### src/rtl/bcd_to_bin_seq.sv
`default_nettype none
// ============================================================================
// Module      : bcd_to_bin_seq
// Description : Sequential packed-BCD to binary converter that uses reverse
//               double-dabble and a start/done handshake.
// Revision    : 1.0 - initial release
// ============================================================================
module bcd_to_bin_seq #(
    parameter int NUM_DIGITS = 4,
    parameter int BIN_WID    = 14
) (
    input  logic                    clk_in,
    input  logic                    rst_n,
    input  logic                    start_in,
    input  logic [4*NUM_DIGITS-1:0] bcd_in,
    output logic                    busy_out,
    output logic                    done_out,
    output logic [BIN_WID-1:0]      bin_out,
    output logic                    err_out,
    output logic                    ovf_out
);

    localparam int C_BCD_WID = 4 * NUM_DIGITS;
    localparam int C_CNT_WID = $clog2(BIN_WID + 1);
    localparam logic [C_CNT_WID-1:0] C_LAST_CNT = C_CNT_WID'(BIN_WID - 1);

    typedef enum logic [1:0] {
        S_IDLE  = 2'd0,
        S_SHIFT = 2'd1,
        S_DONE  = 2'd2
    } state_t;

    state_t                       r_state;
    state_t                       w_next;
    logic [C_BCD_WID-1:0]         r_bcd;
    logic [BIN_WID-1:0]           r_bin;
    logic [C_CNT_WID-1:0]         r_cnt;
    logic                         r_err;
    logic                         w_bad;
    logic [C_BCD_WID+BIN_WID-1:0] w_sh;
    logic [C_BCD_WID-1:0]         w_bcd_corr;

    always_comb begin
        w_bad = 1'b0;
        for (int i = 0; i < NUM_DIGITS; i++) begin
            if (bcd_in[4*i +: 4] > 4'd9) begin
                w_bad = 1'b1;
            end
        end
    end

    // Shift first, then correct each digit independently (no inter-digit borrow).
    always_comb begin
        w_sh       = {r_bcd, r_bin} >> 1;
        w_bcd_corr = w_sh[C_BCD_WID+BIN_WID-1:BIN_WID];
        for (int i = 0; i < NUM_DIGITS; i++) begin
            if (w_sh[BIN_WID+4*i +: 4] >= 4'd8) begin
                w_bcd_corr[4*i +: 4] = w_sh[BIN_WID+4*i +: 4] - 4'd3;
            end
        end
    end

    always_ff @(posedge clk_in or negedge rst_n) begin
        if (!rst_n) begin
            r_state <= S_IDLE;
        end else begin
            r_state <= w_next;
        end
    end

    always_comb begin
        w_next = r_state;
        case (r_state)
            S_IDLE: begin
                if (start_in) begin
                    w_next = w_bad ? S_DONE : S_SHIFT;
                end
            end
            S_SHIFT: begin
                if (r_cnt == C_LAST_CNT) begin
                    w_next = S_DONE;
                end
            end
            S_DONE:  w_next = S_IDLE;
            default: w_next = S_IDLE;
        endcase
    end

    always_ff @(posedge clk_in or negedge rst_n) begin
        if (!rst_n) begin
            r_bcd    <= '0;
            r_bin    <= '0;
            r_cnt    <= '0;
            r_err    <= 1'b0;
            done_out <= 1'b0;
            bin_out  <= '0;
            err_out  <= 1'b0;
            ovf_out  <= 1'b0;
        end else begin
            done_out <= 1'b0;
            case (r_state)
                S_IDLE: begin
                    if (start_in) begin
                        r_bcd <= bcd_in;
                        r_bin <= '0;
                        r_cnt <= '0;
                        r_err <= w_bad;
                    end
                end
                S_SHIFT: begin
                    r_bcd <= w_bcd_corr;
                    r_bin <= w_sh[BIN_WID-1:0];
                    r_cnt <= r_cnt + 1'b1;
                end
                S_DONE: begin
                    done_out <= 1'b1;
                    bin_out  <= r_err ? '0 : r_bin;
                    err_out  <= r_err;
                    // Leftover BCD after the last shift means the value exceeded BIN_WID bits.
                    ovf_out  <= ~r_err & (|r_bcd);
                end
                default: ;
            endcase
        end
    end

    assign busy_out = (r_state == S_SHIFT);

endmodule
`default_nettype wire

### config.mk
export PLATFORM = sky130hd
export DESIGN_NAME = bcd_to_bin_seq
export DESIGN_NICKNAME = d
export VERILOG_FILES = /design/src/rtl/bcd_to_bin_seq.sv
export SDC_FILE = /design/constraint.sdc
export NUM_CORES = 1
export LEC_CHECK = 0
export ABC_CLOCK_PERIOD_IN_PS = 1700
export CAP_MARGIN = 20
export CORE_ASPECT_RATIO = 1.4
export CORE_MARGIN = 1.5
export CORE_UTILIZATION = 45
export CTS_CLUSTER_DIAMETER = 150
export DETAILED_ROUTE_END_ITERATION = 7
export PLACE_DENSITY = 0.77
export SKIP_LAST_GASP = 1
export SLEW_MARGIN = 30
export SYNTH_ARGS = -nofsm -noshare
export SYNTH_HDL_FRONTEND = slang
export SYNTH_SLANG_ARGS = --single-unit
### constraint.sdc
create_clock -name clk_in -period 1.7 [get_ports clk_in]
set_input_delay 0.17 -clock clk_in [delete_from_list [all_inputs] [get_ports clk_in]]
set_output_delay 0.17 -clock clk_in [all_outputs]
set_load 0.03 [all_outputs]
==> reports/results.tsv, run 1 <==
metric	value	unit
status	finished, final reports clean	
synth_cells	224	
start_util	46.5	%
syn_area_per_cell	11.4	um^2
synth_edf_count	0	
switchingPower	1.51	mW
die-area	0.00614	mm^2
ys.flop_type	dfrtp_1	
hold_viol	0	
rsz0062_at_grt	no	
n_fill_cell	494	
path_clk_slew	0.10	ns
yosys_warnings	0	
grt-ovfl-total	0	
clockBufferDepth	2	
cts.sinks	54	
drt-initial-drc-count	131	
core	0.00549	mm^2
pin_count	37	
fp.dieH	92.1	um
p_leak	1.39	nW
vias	1844	
drc	0	
setup_viol	0	
final_antenna_net_count	0	
required	1.53	ns
area_growth	20.3	%
slew_headroom	66.7	%
total_power	4.02	mW
swShare	37.5	%
drive_above_1_share	9.96	%
cts_inserted_buffers	5	
antenna_found_initial	0	
dr.pass1.iters	4	
endpoint_kind	output port	
cts_root_buf	clkbuf_8	
p_seq_share	48.7	%
fp-row-count	32	
path_max_fanout	8	
dp_hpwl	3710	um
min_period_over_period	94.1	%
max_freq	625	MHz
ys_types	36	
diodes	0	
drv_cap	0	
ys_seq_elements	54	
cts_setup_buffers	0	
p_int	2.52	mW
synth-seq-area-share	53.0	%
grt_max_degree	55	
synthArstFlopShare	100	%
cp-start-kind	flip-flop	
hold_path_class	input pin to asynchronous set/reset pin	
slew_viol_final	0	
r2r_cells	5	
final_nets	287	
worstMarginPinSlew	0.499	ns
die_x	66.6	um
wl_per_cell	15.8	um
p_per_area	1310	mW/mm^2
clk_latency	0.31	ns
synthesis.nets	251	
vias_per_cell	5.60	
grt_pass1_wl	8800	um
gp_congestion	0.863	
clkPwrFrac	18.2	%
routed_wl	5180	um
ir_drop	0.662	mV
cp.arrival	1.43	ns
portBuffers	36	
fin_setup_tns	0	ns
p_comb_share	33.1	%
h-tree-depth	2	
synth_area	0.00255	mm^2
grt_pass1_vias	1837	
worstSetupPathType	flip-flop to output port	
cts_tree	done	
finalCriticalPeriod	1.60	ns
skew	0.00822	ns
grt_use_total	18.5	%
-- layer usage --
metal	track usage [%]	wire length (um)	up-vias
li1	-	-	887
met1	23.8	2240	901
met2	32.3	2690	50
met3	2.94	199	6
met4	4.08	50	0
met5	0	0	-
-- layout make-up --
cell class	instances	area (um^2)	share of cell area, %
clock buffer	5	68.8	2.24
clock inverter	3	23.8	0.775
inverter	15	56.3	1.83
multi-input combinational	138	1030	33.5
sequential	54	1350	44.0
tap	68	85.1	2.77
timing repair buffer	46	455	14.8
-- layout by cell type (no fill, tap or decap), types with 2 or more instances in the layout --
cell and n:
nor4_1 4, ha_1 8, mux2_2 2, inv_1 14
nand3_1 2, mux2i_1 5, clkbuf_8 5, clkinvlp_4 2
clkdlybuf4s50_1 34, o21ai_0 10, o21ai_1 2, nor2b_1 6
nor3b_1 2, xor2_1 3, a221oi_2 2, buf_4 8
xnor2_1 3, nor2_1 4, a21o_1 3, nand2_1 11
nand2b_1 2, o22ai_1 14, buf_12 2, a21oi_1 12
a22o_1 31, o211ai_1 3, dfrtp_1 54
-- Yosys cell counts, types with 2 or more instances --
| library cell | number | area [um^2] |
|---|---|---|
| o211ai_1 | 3 | 22.5 |
| a221oi_2 | 2 | 30.0 |
| nand2b_1 | 2 | 12.5 |
| mux2_2 | 2 | 22.5 |
| o21ai_1 | 2 | 10.0 |
| nor2_1 | 4 | 15.0 |
| buf_4 | 3 | 22.5 |
| a21o_1 | 3 | 22.5 |
| ha_1 | 8 | 100 |
| buf_2 | 8 | 40.0 |
| mux2i_1 | 5 | 50.1 |
| a21oi_1 | 12 | 60.1 |
| a22o_1 | 31 | 272 |
| clkbuf_1 | 2 | 7.51 |
| o22ai_1 | 14 | 87.6 |
| nor2b_1 | 6 | 37.5 |
| xor2_1 | 3 | 26.3 |
| buf_6 | 4 | 45.0 |
| xnor2_1 | 3 | 26.3 |
| nor3b_1 | 2 | 15.0 |
| nor4_1 | 4 | 25.0 |
| o21ai_0 | 10 | 50.1 |
| inv_1 | 14 | 52.6 |
| nand2_1 | 11 | 41.3 |
| nand3_1 | 2 | 10.0 |
| dfrtp_1 | 54 | 1350 |
-- through the flow --
stage	util (%)	hold slack (ns)	cell area, um^2	cells	setup slack [ns]
detailed placement	54.1	0.184	2970	320	0.133
global route	56.0	0.392	3070	329	0.0395
global placement	54.1	0.183	2970	320	0.156
CTS	56.0	0.379	3070	329	0.100
floorplan	-	-0.126	2550	224	0.390
finish	56.0	0.377	3070	329	0.100
-- timing repair --
action,4_1_cts,5_1_grt
gates resized for setup,0,0
hold buffers,1,0
hold endpoints to repair,54,0
-- power groups by stage --
stage	combinational (mW)	clock [mW]	sequential, mW
after floorplan	1.02	0	1.90
after global placement	1.30	0	1.96
after detailed placement	1.34	0	1.98
after CTS	1.35	0.756	1.95
after global routing	1.48	0.809	1.99
final	1.33	0.734	1.96
-- registers in the layout (all words and copies together) (netlist names) --
name	count
done_out	1
ovf_out	1
r_cnt	4
r_err	1
r_state	2
err_out	1
bin_out	14
r_bin	14
r_bcd	16
-- critical path, stage by stage, from the launching register on --
cell and delay (ns):
dfrtp_1 0.49, nand2b_4 0.18, inv_2 0.22, buf_4 0.22
-- final timing paths --
kind                             start  slack (ns)          end
hold reg to reg            bin_out[10]        0.51  bin_out[10]
min in group clk_in         bcd_in[11]        0.43    r_bcd[11]
setup reg to reg              r_bcd[9]        0.27     r_bcd[9]
setup / recovery            r_state[1]        0.10     busy_out
max in group asynchronous        rst_n        1.09     r_cnt[2]
hold / removal                   rst_n        0.38     r_bcd[5]
-- cells by family (layout without fill, tap and decap cells) --
family / count (synthesis) / after routing / share of synthesized area (%)
compound gates: 80 / 80 / 22.7
xor+xnor: 6 / 6 / 2.06
fa+ha+maj: 8 / 8 / 3.92
buf+inv: 32 / 69 / 6.72
flops: 54 / 54 / 53.0
mux: 7 / 7 / 2.84
simple gates: 37 / 37 / 8.78
(Power assumes the default switching activity.)
==> inputs of run 2 (changes only) <==
==> constraint.sdc (replaced) <==
create_clock -name clk_in -period 1.7 [get_ports clk_in]
set_input_delay 0.17 -clock clk_in [delete_from_list [all_inputs] [get_ports clk_in]]
set_output_delay 0.17 -clock clk_in [all_outputs]
set_load 0.005 [all_outputs]
==> reports/results.tsv, run 2 (synthesis results as in run 1) <==
metric	value	unit
cts.sinks	54	
path_max_fanout	5	
grt_pass1_wl	8980	um
status	finished, final reports clean	
reg2reg_from	r_state[1]	
p_leak	1.40	nW
wl_per_cell	15.9	um
fp-row-count	32	
p_per_area	1320	mW/mm^2
skew	0.00675	ns
slew_viol_final	0	
diodes	0	
final_nets	287	
final_cell_mix	53 x dfrtp_1, 35 x clkdlybuf4s50_1, 31 x a22o_1, 14 x inv_1, 14 x o22ai_1	
ir_drop	0.713	mV
h-tree-depth	2	
path_clk_slew	0.10	ns
worstReg2RegEnd	r_bcd[2]	
crit_family	buffers and inverters	
cp.arrival	1.45	ns
endpoint_kind	output port	
fp.dieH	92.1	um
vias_per_cell	5.64	
largest_reg_flops	16	
die-area	0.00614	mm^2
fin_setup_tns	0	ns
final_common_cell	dfrtp_1	
max_stage_delay	0.49	ns
cts_root_buf	clkbuf_8	
grt-ovfl-total	0	
drc	0	
start_util	46.5	%
cts_setup_buffers	0	
drv_cap	0	
top_regs	r_bcd: 16 flops, bin_out: 14 flops, r_bin: 14 flops	
antenna_found_initial	0	
crit_buf_inv	2	
portBuffers	36	
final_cells	329	
grt_use_total	19.0	%
r2r_cells	4	
worstSetupPathType	flip-flop to output port	
final_antenna_net_count	0	
finalCriticalPeriod	1.62	ns
cp-start-kind	flip-flop	
routed_wl	5220	um
area_growth	21.1	%
worstMarginPinSlew	0.508	ns
grt_pass1_vias	1843	
clockBufferDepth	2	
cts_inserted_buffers	5	
drive_above_1_share	9.58	%
regMostFlops	r_bcd	
crit_path_cell_trace	nand2b_4, inv_2, clkdlybuf4s50_1	
vias	1856	
hold_viol	0	
setup_viol	0	
cts_tree	done	
dr.pass1.iters	4	
core	0.00549	mm^2
clk_latency	0.30	ns
hold_path_class	input pin to asynchronous set/reset pin	
die_x	66.6	um
rsz0062_at_grt	no	
gp_congestion	0.896	
grt_max_degree	55	
pin_count	37	
slew_headroom	66.1	%
dp_hpwl	3710	um
ff2ff_setup_slack	0.21	ns
min_period_over_period	95.6	%
drt-initial-drc-count	114	
dp.cells	320	
cp_slowest_cell	clkdlybuf4s50_1	
max_freq	616	MHz
required	1.53	ns
-- run 2: changes by cell type in the layout (fill, tap and decap cells not counted), sizes merged --
cell,previous run,this run
clkinvlp,2,1
inv,16,15
bufinv,0,1
clkbuf,5,6
buf,11,10
clkdlybuf4s50,34,35
-- run 2: stage by stage --
stage          utilization [%]  total power [mW]  hold WS (ns)  area, um^2  worst slack, ns
3_3_place_gp              54.1              3.18         0.184        2970            0.154
3_5_place_dp              54.1              3.25         0.191        2970            0.111
6_report                  56.3              4.08         0.369        3090           0.0754
4_1_cts                   56.3              4.09         0.392        3090           0.0163
2_1_floorplan                -              2.83        -0.126        2550            0.390
5_1_grt                   56.3              4.36         0.395        3090           0.0107
-- run 2: where the power goes --
| group | total [mW] | internal, mW | leakage [nW] | switching (mW) |
|---|---|---|---|---|
| sequential | 1.96 | 1.55 | 0.704 | 0.406 |
| clock | 0.855 | 0.440 | 0.0514 | 0.415 |
| combinational | 1.26 | 0.672 | 0.644 | 0.590 |
| total | 4.08 | 2.67 | 1.40 | 1.41 |
-- run 2: worst min-delay path, stage by stage --
cell	delay, ns
dlygate4sd3_1	0.52
buf_2	0.12
buf_12	0.26
-- run 2: timing repair --
item | in CTS | in global routing
resized for setup | 0 | 1
hold buffers | 1 | 0
endpoints found under the setup margin | 0 | 1
hold endpoints to repair | 54 | 0
-- run 2: worst max-delay path by stage --
stage / startpoint / to / slack [ns] / depth (start not counted)
3_5_place_dp: start_in / r_bcd[7] / 0.11 / 4
6_report: r_state[1] / busy_out / 0.08 / 3
4_1_cts: r_state[0] / busy_out / 0.02 / 3
5_1_grt: r_state[1] / busy_out / 0.01 / 3
3_3_place_gp: start_in / r_bcd[7] / 0.15 / 4
2_1_floorplan: r_bcd[9] / r_bcd[9] / 0.39 / 5
-- run 2: area by class of cell --
type	count	area, um^2
Fill cell	479	2390
Timing Repair Buffer	46	458
Clock inverter	2	37.5
Sequential cell	54	1350
Tap cell	68	85.1
Multi-Input combinational cell	138	1030
Clock buffer	6	72.6
Inverter	15	56.3
-- run 2: per-layer routing --
metal | GRT usage [%] | routed length [um] | up-vias
met5 | 0 | 0 | -
met4 | 4.59 | 55 | 0
met3 | 3.31 | 189 | 4
met2 | 32.3 | 2740 | 55
met1 | 24.9 | 2230 | 907
li1 | - | - | 890
